File: src/rtl/sha2_logic_pipe.sv
// Two-stage elastic SHA-2 logic-function unit (Maj, Ch, Sigma0/1, sigma0/1) with a pass-through tag.
// Latency is 2 cycles. It holds up to 2 words, and in_ready drops when both stages are held by out_ready=0.
module sha2_logic_pipe #(
  parameter int WORD_WIDTH = 32,
  parameter int TAG_WIDTH  = 8
) (
  input  logic                  clk,
  input  logic                  reset,
  input  logic                  in_valid,
  output logic                  in_ready,
  input  logic [2:0]            in_op,
  input  logic [WORD_WIDTH-1:0] in_x,
  input  logic [WORD_WIDTH-1:0] in_y,
  input  logic [WORD_WIDTH-1:0] in_z,
  input  logic [TAG_WIDTH-1:0]  in_tag,
  output logic                  out_valid,
  input  logic                  out_ready,
  output logic [WORD_WIDTH-1:0] out_data,
  output logic [TAG_WIDTH-1:0]  out_tag,
  output logic                  out_err
);

  localparam int  W    = WORD_WIDTH;
  localparam bit  WIDE = (W == 64);
  localparam int  S0A  = WIDE ? 28 : 2;
  localparam int  S0B  = WIDE ? 34 : 13;
  localparam int  S0C  = WIDE ? 39 : 22;
  localparam int  S1A  = WIDE ? 14 : 6;
  localparam int  S1B  = WIDE ? 18 : 11;
  localparam int  S1C  = WIDE ? 41 : 25;
  localparam int  L0A  = WIDE ? 1  : 7;
  localparam int  L0B  = WIDE ? 8  : 18;
  localparam int  L0S  = WIDE ? 7  : 3;
  localparam int  L1A  = WIDE ? 19 : 17;
  localparam int  L1B  = WIDE ? 61 : 19;
  localparam int  L1S  = WIDE ? 6  : 10;

  generate
    if (W != 32 && W != 64) begin : g_bad_width
      $error("sha2_logic_pipe: WORD_WIDTH must be 32 or 64");
    end
  endgenerate

  function automatic logic [W-1:0] rotr(input logic [W-1:0] v, input int n);
    return (v >> n) | (v << (W - n));
  endfunction

  logic                 s1_valid;
  logic [2:0]           s1_op;
  logic [W-1:0]         s1_x, s1_y, s1_z;
  logic [TAG_WIDTH-1:0] s1_tag;
  logic                 s1_adv, s2_adv;
  logic [W-1:0]         f_data;
  logic                 f_err;

  assign s2_adv   = !out_valid || out_ready;
  assign s1_adv   = !s1_valid || s2_adv;
  assign in_ready = s1_adv;

  always_comb begin
    f_data = '0;
    f_err  = 1'b0;
    case (s1_op)
      3'd0: f_data = (s1_x & s1_y) ^ (s1_x & s1_z) ^ (s1_y & s1_z);
      3'd1: f_data = (s1_x & s1_y) ^ (~s1_x & s1_z);
      3'd2: f_data = rotr(s1_x, S0A) ^ rotr(s1_x, S0B) ^ rotr(s1_x, S0C);
      3'd3: f_data = rotr(s1_x, S1A) ^ rotr(s1_x, S1B) ^ rotr(s1_x, S1C);
      3'd4: f_data = rotr(s1_x, L0A) ^ rotr(s1_x, L0B) ^ (s1_x >> L0S);
      3'd5: f_data = rotr(s1_x, L1A) ^ rotr(s1_x, L1B) ^ (s1_x >> L1S);
      default: f_err = 1'b1;
    endcase
  end

  // Operand registers only load on an accepted transfer; a bubble just clears s1_valid.
  always_ff @(posedge clk or posedge reset) begin
    if (reset) begin
      s1_valid <= 1'b0;
      s1_op    <= '0;
      s1_x     <= '0;
      s1_y     <= '0;
      s1_z     <= '0;
      s1_tag   <= '0;
    end else if (s1_adv) begin
      s1_valid <= in_valid;
      if (in_valid) begin
        s1_op  <= in_op;
        s1_x   <= in_x;
        s1_y   <= in_y;
        s1_z   <= in_z;
        s1_tag <= in_tag;
      end
    end
  end

  always_ff @(posedge clk or posedge reset) begin
    if (reset) begin
      out_valid <= 1'b0;
      out_data  <= '0;
      out_tag   <= '0;
      out_err   <= 1'b0;
    end else if (s2_adv) begin
      out_valid <= s1_valid;
      if (s1_valid) begin
        out_data <= f_data;
        out_tag  <= s1_tag;
        out_err  <= f_err;
      end
    end
  end

endmodule

File: config.mk
export PLATFORM = sky130hd
export DESIGN_NAME = sha2_logic_pipe
export DESIGN_NICKNAME = d
export VERILOG_FILES = /design/src/rtl/sha2_logic_pipe.sv
export SDC_FILE = /design/constraint.sdc
export NUM_CORES = 1
export LEC_CHECK = 0
export CORE_UTILIZATION = 35
export CTS_BUF_LIST = sky130_fd_sc_hd__clkbuf_8
export CTS_CLUSTER_DIAMETER = 80
export DETAILED_ROUTE_END_ITERATION = 7
export GPL_TIMING_DRIVEN = 0
export MAX_ROUTING_LAYER = met4
export SLEW_MARGIN = 40
export SYNTH_ARGS = -nofsm -noshare
export SYNTH_HDL_FRONTEND = slang
export SYNTH_SLANG_ARGS = --single-unit
File: constraint.sdc
create_clock -name clk -period 10 [get_ports clk]
set_input_delay 1 -clock clk [delete_from_list [all_inputs] [get_ports clk]]
set_output_delay 1 -clock clk [all_outputs]
set_load 0.01 [all_outputs]
==> results.md <==
* Setup tns final at 0 ns
* Vias in the first global route at 7423
* WL per Instance at 23.2 um
* Port bufs at 153
* Area growth syn-to-layout at 25.4%
* Least-Margin Pin Slew at 0.820 ns
* Postcts setup bufs at 0
* Clk pin slew, worst setup/hold paths at 0.09 ns
* CORE AREA at 26400 um^2
* Critical Path End: in_ready
* Worst skew pair latency at 0.48 ns
* Worst setup EP type: output pin
* Post-Synth Simple-Gate Area at 7.10%
* Multi-input gate area at 5190 um^2
* Pre-antenna DRT Iters at 5
* Post-synthesis instance total at 886
* Slew Limit Fails at 0
* RSZ-0062 raised after global routing: no
* Compound-cell area share of the yosys netlist at 13.7%
* H-Tree Depth at 4
* Combinational family with the most area after synthesis: XOR/XNOR gates
* Crit path DAT at 2.16 ns
* Rel. slew slack at 43.9%
* Area contributors post-synth: dfrtp_1, xnor2_1, mux2_2
* Die width at 167 um
* EDFF count, synth at 0
* Synth warn at 0
* Design Power at 0.00239 W
* Post-layout min period at 3.16 ns
* Mapped Nets at 997
* Final Cycle Share at 31.6%
* Cts bufs inserted at 17
* Ratio of cells with drive above 1 in the final layout at 22.0%
* Max Root-Sink Buffers at 2
* Critical path peak fanout at 3
* Sequential Area at 3750 um^2
* Ys async rst share at 100%
* Total Wirelength at 32600 um
* Synthesized area at 9510 um^2
* Clock sinks at 150
* DR iter-0 viols at 559
* Final nets at 1171
* Seq/Total Area, Yosys at 39.5%
* Hold Path Class: reg -> reg
* Worst path required time at 9.00 ns
* Pleak at 4.60 nW
* Synth Register Bits at 150
* Reg2reg start: s1_op[1]
* Worst VDD drop at 0.0889 mV
* DIE AREA at 27800 um^2
* Post-synthesis mux area share at 13.9%
* Crit. Startpoint: out_ready
* Synthesized area per cell at 10.7 um^2
* CTS Hold Bufs at 0
* Outcome: completed
* Most frequent cells in the layout: xnor2_1, clkdlybuf4s50_1, dfrtp_1
* Synth Area in XOR/XNOR at 19.4%
* Critical Path Source Type: input pin
* Register-to-register setup slack at 7.77 ns
* Hold Fails Final Rpt at 0
* Vias per inst at 5.33
* Fin Clk Skew at 0.0169 ns
* Initial antenna violation count at 1
* Global-route wire length before repair at 48700 um
* Antenna Nets Post-Route at 0
* Area leader, netlist: dfrtp_1
* Fmax at 0.316 GHz
* CTS resizes at 0
* Crit path cell chain: clkdlybuf4s50_1 -> nand3b_1 -> clkdlybuf4s50_1
* Cell mode on critical path: clkdlybuf4s50_1
* Global-route usage over all layers at 24.7%
* DRC at 0
* CP max-delay cell: clkdlybuf4s50_1
* Power Density at 201 nW/um^2
* Placed Cells at 1376
* Routability Congestion at 0.978
* Congestion Overflow GR at 0
* Rows at 59
* Starting density of the core at 36.1%
* Worst path max stage delay at 0.55 ns
* Post-DP HPWL at 24300 um
* Synthesized-area fraction occupied by adder cells at 0.316%
* Final core occ at 45.2%
* Vias after detailed routing at 7512
* Commonest non-fill, non-tap cell in the layout: xnor2_1
* Worst r2r dst: out_data[5]
* CTS tree: done
* # setup viols final at 0
* Top-Level Pins at 154
* Root buffer selected by CTS: clkbuf_8
* Kind of critical path: in -> out
* Yosys top cell area share at 39.5%
* Largest net degree at the start of global routing at 65
* Final Non-Filler Cells at 1409
* Top FF cell, synth: dfrtp_1
* DIE HEIGHT at 167 um
* Yosys cell types at 47
* R2r worst-path depth at 6
* Filler cell count at 2561
* Max-cap viol count at 0
## registers in the layout, indices dropped and copies added, names as in the netlist
signal,flops
s1_x,32
s1_valid,1
out_valid,1
out_err,1
s1_op,3
s1_y,32
s1_z,32
out_data,32
s1_tag,8
out_tag,8
## cell families (layout without fill, tap and decap cells)
group,Yosys count,after routing
flops,150,150
fa+ha+maj,3,3
other cells,0,1
xor+xnor,210,210
buf+inv,87,274
mux,118,118
compound gates,196,196
simple gates,122,122
## per-layer routing
layer	track usage, %	wire (um)
met5	-	0
met4	6.84	669
met3	4.44	2450
met2	38.1	15000
met1	33.1	14500
## power breakdown
group	switching (W)	internal (W)	total [W]
registers	0.0000872	0.000726	0.000813
clock network	0.000291	0.000187	0.000478
logic	0.000562	0.000538	0.00110
total	0.000940	0.00145	0.00239
## final cells by class
cell class	count	share of cell area [%]
inverters	5	0.220
plain buffers	82	4.64
multi-input cells	649	43.6
repair buffers	155	13.3
clock buffers	17	1.96
clock inverters	15	1.30
flip-flops and latches	150	31.5
diodes	1	0.0210
well taps	335	3.52
## cells in the mapped netlist, types with 4 or more instances
master,n
a21oi_1,27
a21o_1,12
o22ai_1,9
o211ai_1,12
clkbuf_1,8
buf_4,21
a2111oi_0,4
o21a_1,4
and3b_1,4
inv_1,5
a22o_1,26
nand2_1,27
dfrtp_1,150
mux2_2,115
nor2b_1,40
a22oi_1,24
xor2_1,28
buf_6,16
nor2_1,10
nand3_1,16
a22oi_2,4
xnor2_1,181
nand2b_1,5
buf_2,37
o21ai_0,47
o21ai_1,13
nor3_1,9
## worst min path at each step
| stage | from | endpoint | slack (ns) | cells past startpoint |
|---|---|---|---|---|
| after detailed placement | out_data[27] | out_data[27] | 0.48 | 2 |
| final | out_data[27] | out_data[27] | 0.49 | 2 |
| after global routing | s1_tag[3] | out_tag[3] | 0.52 | 1 |
| after global placement | out_err | out_err | 0.48 | 2 |
| after CTS | out_data[27] | out_data[27] | 0.50 | 2 |
| after floorplan | s1_y[6] | s1_y[6] | 0.47 | 1 |
## through the flow
stage | setup slack (ns) | hold WS (ns) | area (um^2)
2_1_floorplan | 4.96 | 0.473 | 9510
3_3_place_gp | 2.77 | 0.481 | 11500
3_5_place_dp | 6.83 | 0.476 | 11500
4_1_cts | 6.83 | 0.498 | 11900
5_1_grt | 6.76 | 0.521 | 11900
6_report | 6.84 | 0.489 | 11900
## critical path: cells and delay by family
kind | cells | cell delay (ns)
buffers and inverters | 2 | 1.01
and+or+nand+nor | 1 | 0.15
Power figures use the tool's default switching activity.
